$ cat src/rtl/nibble_serializer_pkg.sv
// Shared constants, payload types and FSM encoding for the nibble serializer.
package nibble_serializer_pkg;

  localparam int unsigned NIB_W  = 4;
  localparam int unsigned NIB_N  = 4;
  localparam int unsigned WORD_W = 16;
  localparam int unsigned IDX_W  = 2;
  localparam int unsigned GAP_W  = 4;

  // Receiver layout selector, sampled with the word.
  localparam logic FMT_NIBBLE = 1'b0;
  localparam logic FMT_LANE   = 1'b1;

  // Four nibbles of one frame; entry [k] is the k-th nibble on the wire.
  typedef logic [NIB_N-1:0][NIB_W-1:0] nib_arr_t;

  // S_ prefix keeps the GAP state distinct from the GAP parameter.
  typedef enum logic [1:0] {
    S_IDLE = 2'd0,
    S_SEND = 2'd1,
    S_GAP  = 2'd2
  } state_e;

endpackage

$ cat src/rtl/nibble_serializer_if.sv
// Word-side valid/ready handshake of the nibble serializer.
//   in_valid : word offered        in_ready : word can be taken (combinational)
//   in_data  : 16-bit word         in_fmt   : layout, 0 nibble / 1 bit-lane
interface nibble_serializer_if;
  import nibble_serializer_pkg::*;

  logic              in_valid;
  logic              in_ready;
  logic [WORD_W-1:0] in_data;
  logic              in_fmt;

  modport master (output in_valid, output in_data, output in_fmt, input  in_ready);
  modport slave  (input  in_valid, input  in_data, input  in_fmt, output in_ready);
endinterface

$ cat src/rtl/nibble_serializer_order.sv
// Combinational word-to-nibble ordering for both receiver layouts.
//   in_data : word to split     fmt : 0 nibble layout, 1 bit-lane layout
//   nib_c   : nib_c[k] is the k-th nibble sent
module nibble_order
  import nibble_serializer_pkg::*;
(
  input  logic [WORD_W-1:0] in_data,
  input  logic              fmt,
  output nib_arr_t          nib_c
);

  // Nibble layout: most significant nibble first.
  // Bit-lane layout: bit i of nibble k carries word bit 4i+3-k, so lane i
  // of the receiver rebuilds word nibble i after four shifts.
  for (genvar k = 0; k < int'(NIB_N); k++) begin : g_nib
    for (genvar i = 0; i < int'(NIB_W); i++) begin : g_bit
      assign nib_c[k][i] = (fmt == FMT_LANE) ? in_data[4*i + 3 - k]
                                             : in_data[12 - 4*k + i];
    end
  end

endmodule

$ cat src/rtl/nibble_serializer.sv
// Serializes a 16-bit word into four 4-bit nibbles, oldest first.
//   clk, rst_n : clock, async active-low reset
//   ena        : global enable, low freezes state and blanks the stream
//   in_if      : word handshake (in_ready combinational)
//   data_o, valid_o, sof_o, last_o : registered nibble stream
//   busy       : registered, state not IDLE
module nibble_serializer
  import nibble_serializer_pkg::*;
#(
  parameter int unsigned GAP = 0
) (
  input  logic              clk,
  input  logic              rst_n,
  input  logic              ena,
  nibble_serializer_if.slave in_if,
  output logic [NIB_W-1:0]  data_o,
  output logic              valid_o,
  output logic              sof_o,
  output logic              last_o,
  output logic              busy
);

  localparam logic [IDX_W-1:0] IDX_LAST = IDX_W'(NIB_N - 1);
  localparam logic [GAP_W-1:0] GAP_LOAD = GAP_W'(GAP);
  localparam logic             GAP_NONE = (GAP == 0);

  state_e             state_q, state_d;
  logic [IDX_W-1:0]   idx_q, idx_d;
  logic [GAP_W-1:0]   gap_q, gap_d;
  nib_arr_t           nib_q, nib_d;
  logic [NIB_W-1:0]   data_q, data_d;
  logic               valid_q, valid_d;
  logic               sof_q, sof_d;
  logic               last_q, last_d;
  logic               busy_q, busy_d;

  nib_arr_t           ord_nib_c;
  logic               in_ready_c;
  logic               accept_c;

  nibble_order u_order (
    .in_data (in_if.in_data),
    .fmt     (in_if.in_fmt),
    .nib_c   (ord_nib_c)
  );

  // Ready in IDLE, or on the last-nibble edge when frames may abut.
  assign in_ready_c = ena && ((state_q == S_IDLE) ||
                              ((state_q == S_SEND) && (idx_q == IDX_LAST) && GAP_NONE));
  assign accept_c       = in_ready_c && in_if.in_valid;
  assign in_if.in_ready = in_ready_c;

  // Next state and stream outputs; stream defaults to blank.
  always_comb begin
    state_d = state_q;
    idx_d   = idx_q;
    gap_d   = gap_q;
    nib_d   = nib_q;
    data_d  = '0;
    valid_d = 1'b0;
    sof_d   = 1'b0;
    last_d  = 1'b0;
    if (ena) begin
      unique case (state_q)
        S_IDLE: begin
          if (accept_c) begin
            nib_d   = ord_nib_c;
            data_d  = ord_nib_c[0];
            valid_d = 1'b1;
            sof_d   = 1'b1;
            idx_d   = IDX_W'(1);
            state_d = S_SEND;
          end
        end
        S_SEND: begin
          data_d  = nib_q[idx_q];
          valid_d = 1'b1;
          // idx 0 in SEND only occurs for a back-to-back frame start.
          sof_d   = (idx_q == '0);
          last_d  = (idx_q == IDX_LAST);
          idx_d   = IDX_W'(idx_q + IDX_W'(1));
          if (idx_q == IDX_LAST) begin
            if (accept_c) begin
              nib_d = ord_nib_c;
            end else if (!GAP_NONE) begin
              state_d = S_GAP;
              gap_d   = GAP_LOAD;
            end else begin
              state_d = S_IDLE;
            end
          end
        end
        S_GAP: begin
          gap_d = GAP_W'(gap_q - GAP_W'(1));
          if (gap_q <= GAP_W'(1)) begin
            gap_d   = '0;
            state_d = S_IDLE;
          end
        end
        default: state_d = S_IDLE;
      endcase
    end
    busy_d = (state_d != S_IDLE);
  end

  // State and output registers.
  always_ff @(posedge clk or negedge rst_n) begin
    if (!rst_n) begin
      state_q <= S_IDLE;
      idx_q   <= '0;
      gap_q   <= '0;
      nib_q   <= '0;
      data_q  <= '0;
      valid_q <= 1'b0;
      sof_q   <= 1'b0;
      last_q  <= 1'b0;
      busy_q  <= 1'b0;
    end else begin
      state_q <= state_d;
      idx_q   <= idx_d;
      gap_q   <= gap_d;
      nib_q   <= nib_d;
      data_q  <= data_d;
      valid_q <= valid_d;
      sof_q   <= sof_d;
      last_q  <= last_d;
      busy_q  <= busy_d;
    end
  end

  assign data_o  = data_q;
  assign valid_o = valid_q;
  assign sof_o   = sof_q;
  assign last_o  = last_q;
  assign busy    = busy_q;

endmodule
$ cat src/flat_wrapper.sv
// flat-port wrapper written by rule: the top's interface ports become plain ports
module nibble_serializer_flat import nibble_serializer_pkg::*;
#(
  parameter int unsigned GAP = 0
)
  (clk, rst_n, ena, data_o, valid_o, sof_o, last_o, busy, in_if_in_valid, in_if_in_data, in_if_in_fmt, in_if_in_ready);
  nibble_serializer_if in_if_i ();
  input  logic clk;
  input  logic rst_n;
  input  logic ena;
  output logic [NIB_W-1:0] data_o;
  output logic valid_o;
  output logic sof_o;
  output logic last_o;
  output logic busy;
  input wire logic [$bits(in_if_i.in_valid)-1:0] in_if_in_valid;
  input wire logic [$bits(in_if_i.in_data)-1:0] in_if_in_data;
  input wire logic [$bits(in_if_i.in_fmt)-1:0] in_if_in_fmt;
  output wire logic [$bits(in_if_i.in_ready)-1:0] in_if_in_ready;
  assign in_if_i.in_valid = in_if_in_valid;
  assign in_if_i.in_data = in_if_in_data;
  assign in_if_i.in_fmt = in_if_in_fmt;
  assign in_if_in_ready = in_if_i.in_ready;
  nibble_serializer #(.GAP(GAP)) u_core (.clk(clk), .rst_n(rst_n), .ena(ena), .in_if(in_if_i), .data_o(data_o), .valid_o(valid_o), .sof_o(sof_o), .last_o(last_o), .busy(busy));
endmodule
$ cat config.mk
export PLATFORM = sky130hd
export DESIGN_NAME = nibble_serializer_flat
export DESIGN_NICKNAME = d
export VERILOG_FILES = /design/src/rtl/nibble_serializer_pkg.sv /design/src/rtl/nibble_serializer_if.sv /design/src/rtl/nibble_serializer_order.sv /design/src/rtl/nibble_serializer.sv /design/src/flat_wrapper.sv
export SDC_FILE = /design/constraint.sdc
export NUM_CORES = 1
export LEC_CHECK = 0
export BUFFER_PORTS_ARGS = -buffer_cell sky130_fd_sc_hd__buf_2
export CORE_MARGIN = 3
export CORE_UTILIZATION = 49
export CTS_CLUSTER_SIZE = 30
export DETAILED_ROUTE_END_ITERATION = 8
export PLACE_DENSITY = 0.74
export SYNTH_ARGS = -nofsm -noshare
export SYNTH_HDL_FRONTEND = slang
export SYNTH_SLANG_ARGS = --single-unit
$ cat constraint.sdc
create_clock -name clk -period 1.5 [get_ports clk]
set_clock_uncertainty 0.05 [all_clocks]
set_input_delay 0.075 -clock clk [delete_from_list [all_inputs] [get_ports clk]]
set_output_delay 0.075 -clock clk [all_outputs]
set_load 0.1 [all_outputs]
Word level (Yosys, flattened, before mapping)
Cells that the tools add are included.

Flip-flop bits (word level): 32. Bits of input ports: 21. Output and inout bits: 9. Word-level logic and storage cells: 68.

$add $sub $neg: 2. Magnitude comparators: 2. Eq/ne operators: 5. Multiplexer cells: 36. Reduce and logical (&&, ||, !) cells: 11.

Operators by type and width (number): 2-to-1 mux 16 bit (2); case mux 16 bit (2 select lines) (1); 2-to-1 mux 1 bit (17); 2-to-1 mux 4 bit (4); 2-to-1 mux 2 bit (6); binary-select mux 4 bit (select 2 bit) (1); case mux 4 bit (2 select lines) (1); case mux 2 bit (3 select lines) (1); AND reduction 3 bit (2); == test 2 bit (second input constant) (2); less-or-equal comparator 4 x 1 -> 1 bit (second input constant) (1); logical NOT 2 bit (2); case mux 1 bit (2 select lines) (2); case mux 2 bit (2 select lines) (1); nonzero test 2 bit (2); subtractor 4 x 1 -> 4 bit (second input constant) (1); logical AND 1 bit (3); less-than comparator 2 x 3 -> 1 bit (second input constant) (1); adder 2 x 1 -> 2 bit (second input constant) (1); == test 2 x 1 -> 1 bit (second input constant) (1); != test 2 x 1 -> 1 bit (second input constant) (1); != test 2 bit (second input constant) (1); AND reduction 2 bit (1); logical OR 1 bit (1).

Longest topological paths before layout
Gate-level depths: netlist of the first run.

Word-level depth: 10. Gate-level depth with buffers: 6. Gate-level depth less buffers: 5.

Hierarchy
From an unflattened synthesis of the first run, not the netlist that was laid out.

Cell total of the unflattened synthesis: 126. Area total of the unflattened synthesis: 1691.6 µm².

Modules (own cells, without submodules): nibble_serializer (times used 1, cells each 109, area an instance 1477.7 µm², sequential area each 800.8 µm²); nibble_order (times used 1, cells each 17, area an instance 214.0 µm², sequential area each 0.0 µm²).

Worst setup path after synthesis of the first run
No wires, ideal clock.

Kind: register -> output. From: register u_core.idx_q[1]. To: output port in_if_in_ready. Data arrival time: 2.060 ns. Required time: 1.375 ns. Slack: -0.685 ns. Stages on the path, launching flop included: 5. Buffers on the path: 1. Cell sequence: dfrtp_1 > ha_1 > nor2b_1 > buf_4 > nor2_1.

Cells in the longest elaborated chain, start to end: 4.

RTL lines: start, declared (line nibble_serializer.sv:28) `logic [IDX_W-1:0] idx_q, idx_d;`; start signal, assigned (line nibble_serializer.sv:120) `idx_q <= idx_d;`; == test 2 bit (line nibble_serializer.sv:49) `((state_q == S_SEND) && (idx_q == IDX_LAST) && GAP_NONE));`; logical AND 1 bit (line nibble_serializer.sv:49); logical OR 1 bit (line nibble_serializer.sv:48) `assign in_ready_c = ena && ((state_q == S_IDLE) ||`; logical AND 1 bit (line nibble_serializer.sv:48); end, declared (line flat_wrapper.sv:19) `output wire logic [$bits(in_if_i.in_ready)-1:0] in_if_in_ready;`.

No other way between the ends.

Final worst setup path of the first run
From: register u_core.state_q[1]. To: output port in_if_in_ready.

Cells in the longest elaborated chain, start to end: 4. Elaborated cells on any way between the ends: 5. Classes of those cells: 1 x eq/ne; 4 x reduce/logical.

RTL lines: start, declared (line nibble_serializer.sv:27) `state_e state_q, state_d;`; start signal, assigned (line nibble_serializer.sv:119) `state_q <= state_d;`; == test 2 x 1 -> 1 bit (line nibble_serializer.sv:49); logical AND 1 bit (line nibble_serializer.sv:49); logical OR 1 bit (*) (line nibble_serializer.sv:48); logical AND 1 bit (*) (line nibble_serializer.sv:48).

Mark *: on every way between the ends. The rest lies on a longest branch, timed or not.

==> impl_metrics.toml, run 1 <==
[run_status]
outcome = "complete, but fails checks"
violations = "setup timing"

[layout]
post-route-cell-area_sq_um = 2050
n_antenna_cell = 0
fillers = 248
nets = 195
drive_gt1_share_pct = 49.4
areaGrowthSynthToFinish_pct = 22.8

[grt]
grtUsageTotal_pct = 17.9
grt_pass1_wl_mm = 5.63
grt_pass1_vias = 1232
grt_max_degree = 33
grt-ovfl-total = 0
grt_antenna_before_repair = 0

[timing]
slew_viol_final = 0
max_slew_margin_pct = 54.8
setup_viol = 1
setup_slack_ns = -0.0112
min_period_ns = 1.51
tightest_slew_ns = 0.678
hold_viol = 0
setup_tns_ns = -0.0112
max_freq_mhz = 662
finalCritPeriodShare_pct = 101
rsz0062_at_grt = "true"

[pwr]
power_density_nw_per_um2 = 1880
vdd.ir_drop.worst_v = 0.000705
p_leak_nw = 0.998

[logic_synthesis]
syn_nets = 148
syn_area_sq_um = 1670
ys_seq_area_share_pct = 47.9
synth-seq-cells = 32
syn_inst = 123
yosys.cell_count.top_type = "dfrtp_1"
ys_warn_count = 0
syn_avg_cell_area_sq_um = 13.6
synthTopCellsByArea = "dfrtp_1 (48%), mux2_2 (9.4%), mux2_4 (8.1%)"
synth_edf_count = 0
synth_common_cells = "dfrtp_1 (32), mux2_2 (14), mux2_4 (9)"
synth_cell_types = 33
synth_top_area_share_pct = 47.9
ys_async_sr_fraction_pct = 100
synth_largest_area_cell = "dfrtp_1"
yosys_most_used_dff = "dfrtp_1"

[floorplanning]
num_io_pins = 30
die_area_sq_um = 4150
fp.coreArea_sq_um = 3150
num_rows = 20
die_h_microns = 64.4
start_util_pct = 53.0
die_w_microns = 64.4

[clocking]
htreeDepth = 2
cts.sinks = 32
numCtsBuffers = 5
clk_pin_slew_ns = 0.10
worstSkewPairLatency_ns = 0.32
root_buffer = "clkbuf_4"
clockBufferDepth = 2
cts_tree = "done"

[placement]
place.gp.congestion = 0.771
placed_cell_area_sq_um = 1900
io_buffer_count = 29
dp_hpwl_mm = 2.31

[drt]
first_iter_violations = 36
first_pass_iters = 4
wl_per_cell_microns = 14.6
ant_nets = 0
routed_wl_mm = 3.13
vias = 1113
via_per_inst = 5.20
drcViolationCount = 0

[critical_path]
ff2ff_setup_slack_ns = 0.01
cp.required_ns = 1.37
cp-end-kind = "output pin"
cp_slowest_cell = "dfrtp_1"
arrival_ns = 1.39
reg2reg_from = "u_core.idx_q[0]$_DFFE_PN0P_"
crit_type = "reg -> out"
worstSetupStartpoint = "u_core.state_q[1]$_DFF_PN0_"
crit_chain = "buf_6 -> or2b_1 -> nor2_4 -> buf_12"
critPathMaxStageDelay_ns = 0.40
crit_path_max_fanout = 2
cpLargestDelayFamily = "flip-flops"
critPathBufInv = 2
start_kind = "register"

[worst_hold_path]
hp-start = "in_if_in_valid"
hold_class = "in -> reg"

[job]
maxCapViolCount = 0
-- registers in the layout, summed over array words and instances (netlist names) --
| name | count |
|---|---|
| u_core.busy | 1 |
| u_core.idx_q | 2 |
| u_core.valid_o | 1 |
| u_core.state_q | 2 |
| u_core.sof_o | 1 |
| u_core.last_o | 1 |
| u_core.nib_q | 16 |
| u_core.data_o | 4 |
| u_core.gap_q | 4 |
-- metal layers --
| metal | vias to the layer above | routed length, microns | track usage (%) |
|---|---|---|---|
| met2 | 28 | 1550 | 29.8 |
| met5 | - | 0 | 0 |
| met4 | 0 | 44 | 7.12 |
| met3 | 6 | 148 | 4.39 |
| met1 | 544 | 1390 | 22.4 |
| li1 | 535 | - | - |
-- area by class of cell --
cell class | count | area [sq um] | area share, %
Clock buffer | 6 | 41.3 | 2.01
Clock inverter | 1 | 5.00 | 0.244
Inverter | 6 | 22.5 | 1.10
Multi-Input combinational cell | 79 | 816 | 39.8
Sequential cell | 32 | 801 | 39.0
Tap cell | 44 | 55.1 | 2.68
Timing Repair Buffer | 46 | 312 | 15.2
-- tightest hold or removal path, cell delays in order --
cell and delay, ns:
buf_2 0.12, mux2i_1 0.07, nor2_1 0.09
-- cell families (layout without fill, tap and decap cells) --
family,Yosys count,in the layout,synth area share [%]
DFF,32,32,47.9
adders and majority gates,4,4,2.99
muxes,33,33,26.5
AOI/OAI and AO/OA,17,17,7.11
and+or+nand+nor,24,25,9.88
buffers and inverters,13,59,5.61
-- per-stage QoR --
step / power (mW) / instances / setup WS (ns) / hold WS (ns) / utilization (%)
finish: 3.86 / 214 / -0.0112 / 0.0284 / 65.1
global route: 4.11 / 214 / -0.106 / 0.0315 / 65.1
CTS: 3.80 / 213 / -0.0346 / 0.0166 / 64.1
detailed placement: 3.32 / 199 / -0.0486 / 0.106 / 60.3
global placement: 3.28 / 199 / -0.00227 / 0.100 / 60.3
floorplan: 2.91 / 123 / -0.0468 / -0.271 / -
-- placed cells by master (no fill, tap or decap), types with 2 or more instances in the layout --
cell | Yosys | layout
o2bb2ai_1 | 3 | 3
nor2_4 | 0 | 2
buf_4 | 1 | 9
buf_2 | 2 | 28
mux2i_1 | 6 | 6
o21ai_0 | 7 | 7
o31ai_1 | 4 | 4
clkbuf_4 | 0 | 5
mux2_4 | 9 | 9
inv_1 | 6 | 6
mux2_2 | 14 | 14
dlygate4sd3_1 | 0 | 5
nand2_1 | 5 | 5
buf_6 | 3 | 3
dfrtp_1 | 32 | 32
ha_1 | 4 | 3
mux4_2 | 4 | 4
nor2_1 | 5 | 4
-- where the power goes --
part,total (mW),internal [mW],switching [mW]
sequential,1.36,1.19,0.169
combinational,2.07,0.854,1.22
clock,0.430,0.172,0.258
-- repair_timing --
action,in CTS,in global routing
hold endpoints to repair,37,0
gates resized for setup,2,4
pin swaps,3,2
buffers inserted,1,1
setup endpoints to repair,14,11
hold buffers,5,0
cloned,1,0
-- final timing paths --
| kind | endpoint | depth (start not counted) |
|---|---|---|
| worst max-delay path | in_if_in_ready | 4 |
| worst min-delay path | u_core.sof_o$_DFF_PN0_ | 3 |
| worst max register to register | u_core.nib_q[4]$_DFFE_PN0P_ | 5 |
| worst min register to register | u_core.nib_q[8]$_DFFE_PN0P_ | 1 |
| max in group asynchronous | u_core.gap_q[2]$_DFFE_PN0P_ | 2 |
| min in group asynchronous | u_core.data_o[0]$_DFF_PN0_ | 2 |
Note: power is estimated with default switching activity, not from simulation.
==> inputs of run 2 (changes only) <==
CORE_UTILIZATION = 55   (was 49)
PLACE_DENSITY = 0.79   (was 0.74)
clock period = 1.54 ns   (was 1.5 ns; I/O delays follow)
==> impl_metrics.toml, run 2 (synthesized netlist as in run 1, its figures left out) <==
[floorplanning]
fp.coreArea_sq_um = 2830
num_rows = 19
num_io_pins = 30
start_util_pct = 59.1
die_w_microns = 61.1
die_area_sq_um = 3740
die_h_microns = 61.1

[worst_hold_path]
hold_class = "in -> reg"

[layout]
nets = 194
fillers = 197
drive_gt1_share_pct = 49.7
final_common_cell = "dfrtp_1"
post-route-cell-area_sq_um = 2030
areaGrowthSynthToFinish_pct = 21.3
largest_reg_flops = 16
n_antenna_cell = 0
largest-register = "u_core.nib_q"
layout_common_cells = "dfrtp_1 (32), buf_2 (28), mux2_2 (14)"

[placement]
place.gp.congestion = 0.756
dp_hpwl_mm = 2.28
dp_slack_ns = -0.0171
placed_cell_area_sq_um = 1880
io_buffer_count = 29

[clocking]
cts.sinks = 32
htreeDepth = 2
clockBufferDepth = 2
root_buffer = "clkbuf_4"
worstSkewPairLatency_ns = 0.33
cts_tree = "done"
numCtsBuffers = 5
clk_pin_slew_ns = 0.09

[critical_path]
arrival_ns = 1.42
crit_type = "reg -> out"
cp.required_ns = 1.41
cp-end-kind = "output pin"
start_kind = "register"
crit_path_max_fanout = 6

[pwr]
p_leak_nw = 0.993
combPwrFrac_pct = 51.5
power_density_nw_per_um2 = 1880
p_sw_share_pct = 42.0
vdd.ir_drop.worst_v = 0.000839
pwr-share-seq_pct = 34.7
internal_power_mw = 2.21
total_power_mw = 3.82
p_sw_mw = 1.60
clockPowerShare_pct = 13.9

[drt]
routed_wl_mm = 3.06
ant_nets = 0
via_per_inst = 5.58
first_pass_iters = 4
vias = 1116
first_iter_violations = 12
drcViolationCount = 0
wl_per_cell_microns = 15.3

[grt]
grt_pass1_vias = 1107
grt_max_degree = 33
grt_antenna_before_repair = 0
grtUsageTotal_pct = 19.1
grt_pass1_wl_mm = 5.06
grt-ovfl-total = 0

[timing]
max_freq_mhz = 645
finalCritPeriodShare_pct = 101
whs_ns = 0.00813
min_period_ns = 1.55
hold_viol = 0
max_slew_margin_pct = 55.5
rsz0062_at_grt = "true"
setup_viol = 3
setup_slack_ns = -0.0103
slew_viol_final = 0
tightest_slew_ns = 0.667

[run_status]
violations = "setup timing"
outcome = "complete, but fails checks"

[job]
maxCapViolCount = 0
-- run 2: final timing paths --
check	from	endpoint	slack, ns	depth (start not counted)
setup / recovery	u_core.state_q[1]$_DFF_PN0_	in_if_in_ready	-0.01	4
hold / removal	in_if_in_valid	u_core.sof_o$_DFF_PN0_	0.008	3
setup reg to reg	u_core.state_q[1]$_DFF_PN0_	u_core.nib_q[6]$_DFFE_PN0P_	0	4
hold reg to reg	u_core.nib_q[8]$_DFFE_PN0P_	u_core.nib_q[8]$_DFFE_PN0P_	0.47	1
max in group asynchronous	rst_n	u_core.gap_q[3]$_DFFE_PN0P_	0.76	2
min in group asynchronous	rst_n	u_core.nib_q[0]$_DFFE_PN0P_	0.25	2
-- run 2: through the flow --
step           TNS, ns  cells  utilization, %
2_1_floorplan   -0.137    123               -
3_3_place_gp         0    186            66.5
3_5_place_dp   -0.0447    186            66.5
4_1_cts        -0.0194    200            71.6
5_1_grt         -0.189    200            71.7
6_report       -0.0136    200            71.7
-- run 2: power by group through the flow --
stage | Combinational [mW] | Clock (mW) | Sequential, mW
after floorplan | 0.956 | 0 | 1.88
after global placement | 1.86 | 0 | 1.32
after detailed placement | 1.90 | 0 | 1.34
after CTS | 1.96 | 0.543 | 1.32
after global routing | 2.06 | 0.584 | 1.36
final | 1.96 | 0.529 | 1.32
-- run 2: cell type report --
class                      instances  area [sq um]  share of cell area (%)
timing repair buffer              45           300                    14.8
tap                               31          38.8                    1.91
multi-input combinational         79           801                    39.5
sequential                        32           801                    39.5
inverter                           6          22.5                    1.11
clock buffer                       7          65.1                    3.21
-- run 2: worst max-delay path: stages (launching register included) --
cell and delay, ns:
dfrtp_1 0.40, buf_6 0.13, or2b_1 0.26, nor2_4 0.11, buf_12 0.18
-- run 2: repair_timing --
item | in CTS | in global routing
endpoints found under the hold margin | 37 | 0
setup buffers | 1 | 0
cloned | 1 | 0
pin swaps | 3 | 0
hold buffers | 5 | 0
setup endpoints to repair | 5 | 8
resized for setup | 3 | 1
-- run 2: metal layers --
metal	up-vias	wire length [microns]	part of all wire, %	track usage [%]
li1	535	-	-	-
met1	541	1380	45	22.5
met2	34	1450	47	32.2
met3	6	182	5.9	6.50
met4	0	44	1.4	7.43
met5	-	0	0	0
